--- config.mk ---
export PLATFORM = sky130hd
export DESIGN_NAME = fila_parametrizada
export DESIGN_NICKNAME = d
export VERILOG_FILES = /design/src/rtl/fila_pkg.sv /design/src/rtl/fila_mem.sv /design/src/rtl/fila_parametrizada.sv
export SDC_FILE = /design/constraint.sdc
export NUM_CORES = 1
export LEC_CHECK = 0
export CORE_MARGIN = 2
export CORE_UTILIZATION = 35
export DETAILED_ROUTE_END_ITERATION = 10
export PLACE_DENSITY_LB_ADDON = 0.12
export SYNTH_ARGS = -nofsm -noshare
export SYNTH_HDL_FRONTEND = slang
export SYNTH_SLANG_ARGS = --single-unit
--- constraint.sdc ---
create_clock -name clock_10KHz -period 5.5 [get_ports clock_10KHz]
set_clock_uncertainty 0.05 [all_clocks]
set_input_delay 1.1 -clock clock_10KHz [delete_from_list [all_inputs] [get_ports clock_10KHz]]
set_output_delay 1.1 -clock clock_10KHz [all_outputs]
set_load 0.005 [all_outputs]
--- src/rtl/fila_pkg.sv ---
// Shared types for the parameterised FIFO queue.
// Holds the controller state encoding used by fila_parametrizada.
package fila_pkg;

    typedef enum logic [1:0] {
        AGUARDA = 2'd0,
        ENQUEUE = 2'd1,
        DEQUEUE = 2'd2,
        SIMULT  = 2'd3
    } state_t;

endpackage

--- src/rtl/fila_mem.sv ---
// Storage array for the FIFO: one synchronous write port and one
// asynchronous read port, no reset on the contents.
module fila_mem #(
    parameter int DATA_W = 8,
    parameter int DEPTH  = 8,
    localparam int PTR_W = $clog2(DEPTH)
) (
    input  logic              clk,
    input  logic              we,
    input  logic [PTR_W-1:0]  waddr,
    input  logic [DATA_W-1:0] wdata,
    input  logic [PTR_W-1:0]  raddr,
    output logic [DATA_W-1:0] rdata
);

    logic [DATA_W-1:0] mem [DEPTH];

    always_ff @(posedge clk) begin
        if (we) begin
            mem[waddr] <= wdata;
        end
    end

    assign rdata = mem[raddr];

endmodule

--- src/rtl/fila_parametrizada.sv ---
// Parameterised FIFO queue with a four-state transfer controller,
// two-edge read latency and registered overflow/underflow pulses.
module fila_parametrizada
    import fila_pkg::*;
#(
    parameter int DATA_W = 8,
    parameter int DEPTH  = 8,
    localparam int PTR_W = $clog2(DEPTH),
    localparam int LEN_W = $clog2(DEPTH) + 1
) (
    input  logic              clock_10KHz,
    input  logic              reset,
    input  logic              enqueue_in,
    input  logic              dequeue_in,
    input  logic [DATA_W-1:0] data_in,
    output logic [DATA_W-1:0] data_out,
    output logic              data_valid_out,
    output logic [LEN_W-1:0]  len_out,
    output logic              full_out,
    output logic              empty_out,
    output logic              overflow_out,
    output logic              underflow_out
);

    state_t             state;
    logic [PTR_W-1:0]   head;
    logic [PTR_W-1:0]   tail;
    logic [LEN_W-1:0]   len;
    logic               wr;
    logic               rd;
    logic [DATA_W-1:0]  mem_data;
    logic               stage_valid;
    logic [DATA_W-1:0]  stage_data;

    assign len_out   = len;
    assign full_out  = (len == LEN_W'(DEPTH));
    assign empty_out = (len == '0);

    // Transfers only happen once a burst state has been entered.
    always_comb begin
        wr = 1'b0;
        rd = 1'b0;
        case (state)
            ENQUEUE: wr = enqueue_in && !full_out;
            DEQUEUE: rd = dequeue_in && !empty_out;
            SIMULT: begin
                wr = enqueue_in && dequeue_in;
                rd = enqueue_in && dequeue_in;
            end
            default: begin
                wr = 1'b0;
                rd = 1'b0;
            end
        endcase
    end

    fila_mem #(
        .DATA_W (DATA_W),
        .DEPTH  (DEPTH)
    ) u_mem (
        .clk   (clock_10KHz),
        .we    (wr),
        .waddr (tail),
        .wdata (data_in),
        .raddr (head),
        .rdata (mem_data)
    );

    always_ff @(posedge clock_10KHz) begin
        if (reset) begin
            state          <= AGUARDA;
            head           <= '0;
            tail           <= '0;
            len            <= '0;
            stage_valid    <= 1'b0;
            stage_data     <= '0;
            data_out       <= '0;
            data_valid_out <= 1'b0;
            overflow_out   <= 1'b0;
            underflow_out  <= 1'b0;
        end else begin
            unique case (state)
                AGUARDA: begin
                    if (enqueue_in && dequeue_in && !empty_out && !full_out) begin
                        state <= SIMULT;
                    end else if (enqueue_in && !full_out) begin
                        state <= ENQUEUE;
                    end else if (dequeue_in && !empty_out) begin
                        state <= DEQUEUE;
                    end
                end
                ENQUEUE: begin
                    if (!wr) begin
                        state <= AGUARDA;
                    end
                end
                DEQUEUE: begin
                    if (!rd) begin
                        state <= AGUARDA;
                    end
                end
                SIMULT: begin
                    if (!wr) begin
                        state <= AGUARDA;
                    end
                end
            endcase

            if (wr) begin
                tail <= tail + 1'b1;
            end
            if (rd) begin
                head <= head + 1'b1;
            end

            case ({wr, rd})
                2'b10:   len <= len + 1'b1;
                2'b01:   len <= len - 1'b1;
                default: len <= len;
            endcase

            // Two register stages between the read and the output port.
            stage_valid    <= rd;
            stage_data     <= rd ? mem_data : '0;
            data_valid_out <= stage_valid;
            data_out       <= stage_valid ? stage_data : '0;

            overflow_out  <= enqueue_in && !dequeue_in && full_out;
            underflow_out <= dequeue_in && !enqueue_in && empty_out;
        end
    end

endmodule

==> reports/results.ini <==
[yosys]
syn_avg_cell_area_um2=15.99
yosys_warnings=0
synth_seq_cells=96
ys_types=38
synth-adder-area-share_pct=1.349
synth_compound_area_share_pct=3.002
synth_fp_nets=248
syn_inst=232
syn_area_um2=3710
synth_top_family_by_area=multiplexers
synth_xor_area_share_pct=0.9444
synthSimpleGateAreaFrac_pct=10.12
synth_mux_area_share_pct=12.98
synth.yosys.seq_area_share_pct=69.07

[final_layout]
drive_gt1_share_pct=16.54
final_core_utilization_pct=41.90
fin_cells=402
fin_nets=277
final_cell_area_um2=4325
diodes=0
n_fill_cell=964
syn_to_final_growth_pct=16.59

[drt]
drt_pass1_iterations=4
ant_nets=0
wirelength_mm=6.352
vias_per_cell=4.789
dr.first_iter.drc_count=69
post-route-drc-count=0
routedWlPerCell_um=15.80
via_count=1925

[worst_setup_path]
cp-startpoint=dequeue_in
crit_fanout=10
critPathMaxStageDelay_ns=0.59
crit_buf_inv=1
r2r_slack_ns=2.73
critPathSlowestCell=clkdlybuf4s50_1
worstPathRequired_ns=5.70
ff2ff_path_depth=8
worstSetupEndpointType=flip-flop
crit_family=buffers and inverters
path_cells=clkdlybuf4s50_1, nand2b_1, o2111ai_4, ha_1, and3b_1, a21oi_1, o41ai_1, mux2_2
worstReg2RegEnd=len_out[3]
arrival_ns=3.43
rr_startpoint=len_out[0]
worstSetupPathType=in2reg
cp-start-kind=input pin

[place]
hpwlAfterDp_mm=4.096
postPlaceCellArea_um2=4140
dp.cells=386
dp_slack_ns=1.881
io_buffer_count=28
place_congestion=0.6736

[global_route]
grt_pass1_wl_mm=10.05
grt_pass1_vias=1873
antenna_found_initial=0
top_usage_layer=met2
grt_use_met3_pct=3.830
grtUsageTotal_pct=12.15
use_met2_pct=19.52
grt_util_met1_pct=15.58
overflow=0
grt_max_degree=24

[cts]
cts.repair.resized=0
path_clk_slew_ns=0.09
hold_buffers=0
clock_sinks=96
htreeDepth=3
clk_path_buf_depth=2
cts_setup_buffers=0
clkLatencyLatePin_ns=0.36
cts_tree=done
cts_buffers=9
clock-root-buffer=clkbuf_8

[die]
num_io_pins=29
coreArea_um2=10320
rows=37
start_util_pct=35.94
die_h_um=107.0
dieArea_um2=11440
die_x_um=107.0

[timing]
fmax_mhz=309.8
rsz0062_at_grt=false
post-route-period-util_pct=58.68
period_needed_ns=3.227
fin_setup_tns_ns=0
hold_viol_final=0
finalWorstSetupSlack_ns=2.273
slew_headroom_pct=38.07
hold_slack_ns=0.3825
setup_viol=0
final_max_slew_viol_count=0
worst_pin_slew_ns=0.9239

[power]
p_per_area_nw_per_um2=287.6
p_total_mw=1.244
p_leak_nw=1.413
ir_drop_uv=132.6

[min_path]
hold_path_end=data_out[2]
hp-class=reg2reg
min_path_cells=1
min-delay-start=stage_data[2]

[flow_run]
cap_violations=0

[outcome]
outcome=finished clean

## cell usage in the layout (no fill, tap or decap), types with 4 or more instances in the layout
cell type / netlist / routed
and2_1: 8 / 8
and3b_1: 4 / 4
clkbuf_8: 0 / 9
clkdlybuf4s50_1: 0 / 28
dfxtp_1: 32 / 32
edfxtp_1: 64 / 64
ha_1: 4 / 4
inv_1: 8 / 8
mux2i_1: 11 / 11
mux4_2: 16 / 16
nand2_1: 4 / 4
nand2b_1: 5 / 5
nor2_1: 21 / 21
o21ai_0: 5 / 5
xor2_1: 4 / 4
## state kept, by name, summed over array words and instances (netlist names)
| register | flops |
|---|---|
| overflow_out | 1 |
| len_out | 4 |
| u_mem.mem | 64 |
| tail | 3 |
| underflow_out | 1 |
| head | 3 |
| data_valid_out | 1 |
| state | 2 |
| stage_valid | 1 |
| data_out | 8 |
| stage_data | 8 |
## Yosys cell counts, drive strengths merged
library cell  instances  share of area, %
a21oi                 3              0.40
and2                  8               1.3
and3b                 4              0.94
buf                   8               1.2
clkbuf                5              0.51
dfxtp                32                17
edfxtp               64                52
ha                    4               1.3
inv                   8              0.81
mux2                  1              0.30
mux2i                11               3.0
mux4                 16               9.7
nand2                 4              0.40
nand2b                5              0.84
nand3                 2              0.27
nand4                 2              0.34
nand4bb               1              0.30
nor2                 21               2.1
nor2b                 2              0.34
nor3                  4              0.54
nor4                  2              0.34
nor4b                 3              0.71
nor4bb                1              0.27
o2111ai               2               1.1
o21ai                 6              0.81
o21bai                1              0.20
o22a                  1              0.24
o41ai                 1              0.24
or2                   2              0.34
or3                   2              0.34
or4                   1              0.30
or4b                  1              0.37
xor2                  4              0.94
## worst reg2reg max path, stage by stage (launching register included)
cell and delay, ns:
dfxtp_1 0.39, or4_4 0.58, o2111ai_2 0.33, inv_1 0.08, ha_1 0.30, and3b_1 0.24, a21oi_1 0.04, o41ai_1 0.28
mux2_2 0.37
## how the worst max path moves through the flow
| stage | end | cells after the start |
|---|---|---|
| after floorplan | len_out[3] | 8 |
| after global placement | len_out[3] | 8 |
| after detailed placement | len_out[3] | 8 |
| after CTS | len_out[3] | 8 |
| after global routing | len_out[3] | 8 |
| final | len_out[3] | 8 |
## per-layer routing
metal  up-vias  wire (um)  part of all wire (%)
li1        930          -                     -
met1       948       2962                    47
met2        42       3075                    48
met3         5        239                   3.8
met4         0         75                   1.2
met5         -          0                     0
## power by group
group	leakage [nW]	switching (mW)	internal, mW	total, mW
clock	0.0902	0.254	0.173	0.427
sequential	0.835	0.00470	0.772	0.777
combinational	0.488	0.0207	0.0191	0.0398
## cells by family (layout without fill, tap and decap cells)
kind of cell | count (synthesis) | count (layout)
buffers and inverters | 21 | 55
muxes | 28 | 28
DFF | 96 | 96
xor gates and xnor gates | 4 | 4
AOI/OAI and AO/OA | 14 | 14
and+or+nand+nor | 65 | 65
adders and majority gates | 4 | 4
## layout make-up
cell class,count,area [um^2],share of cell area [%]
clock buffer,9,123.9,2.864
clock inverter,7,61.31,1.417
inverter,8,30.03,0.6942
multi-input combinational,115,1075,24.85
sequential,96,2562,59.24
tap,136,170.2,3.934
timing repair buffer,31,302.8,7.000
(Power assumes the default switching activity.)
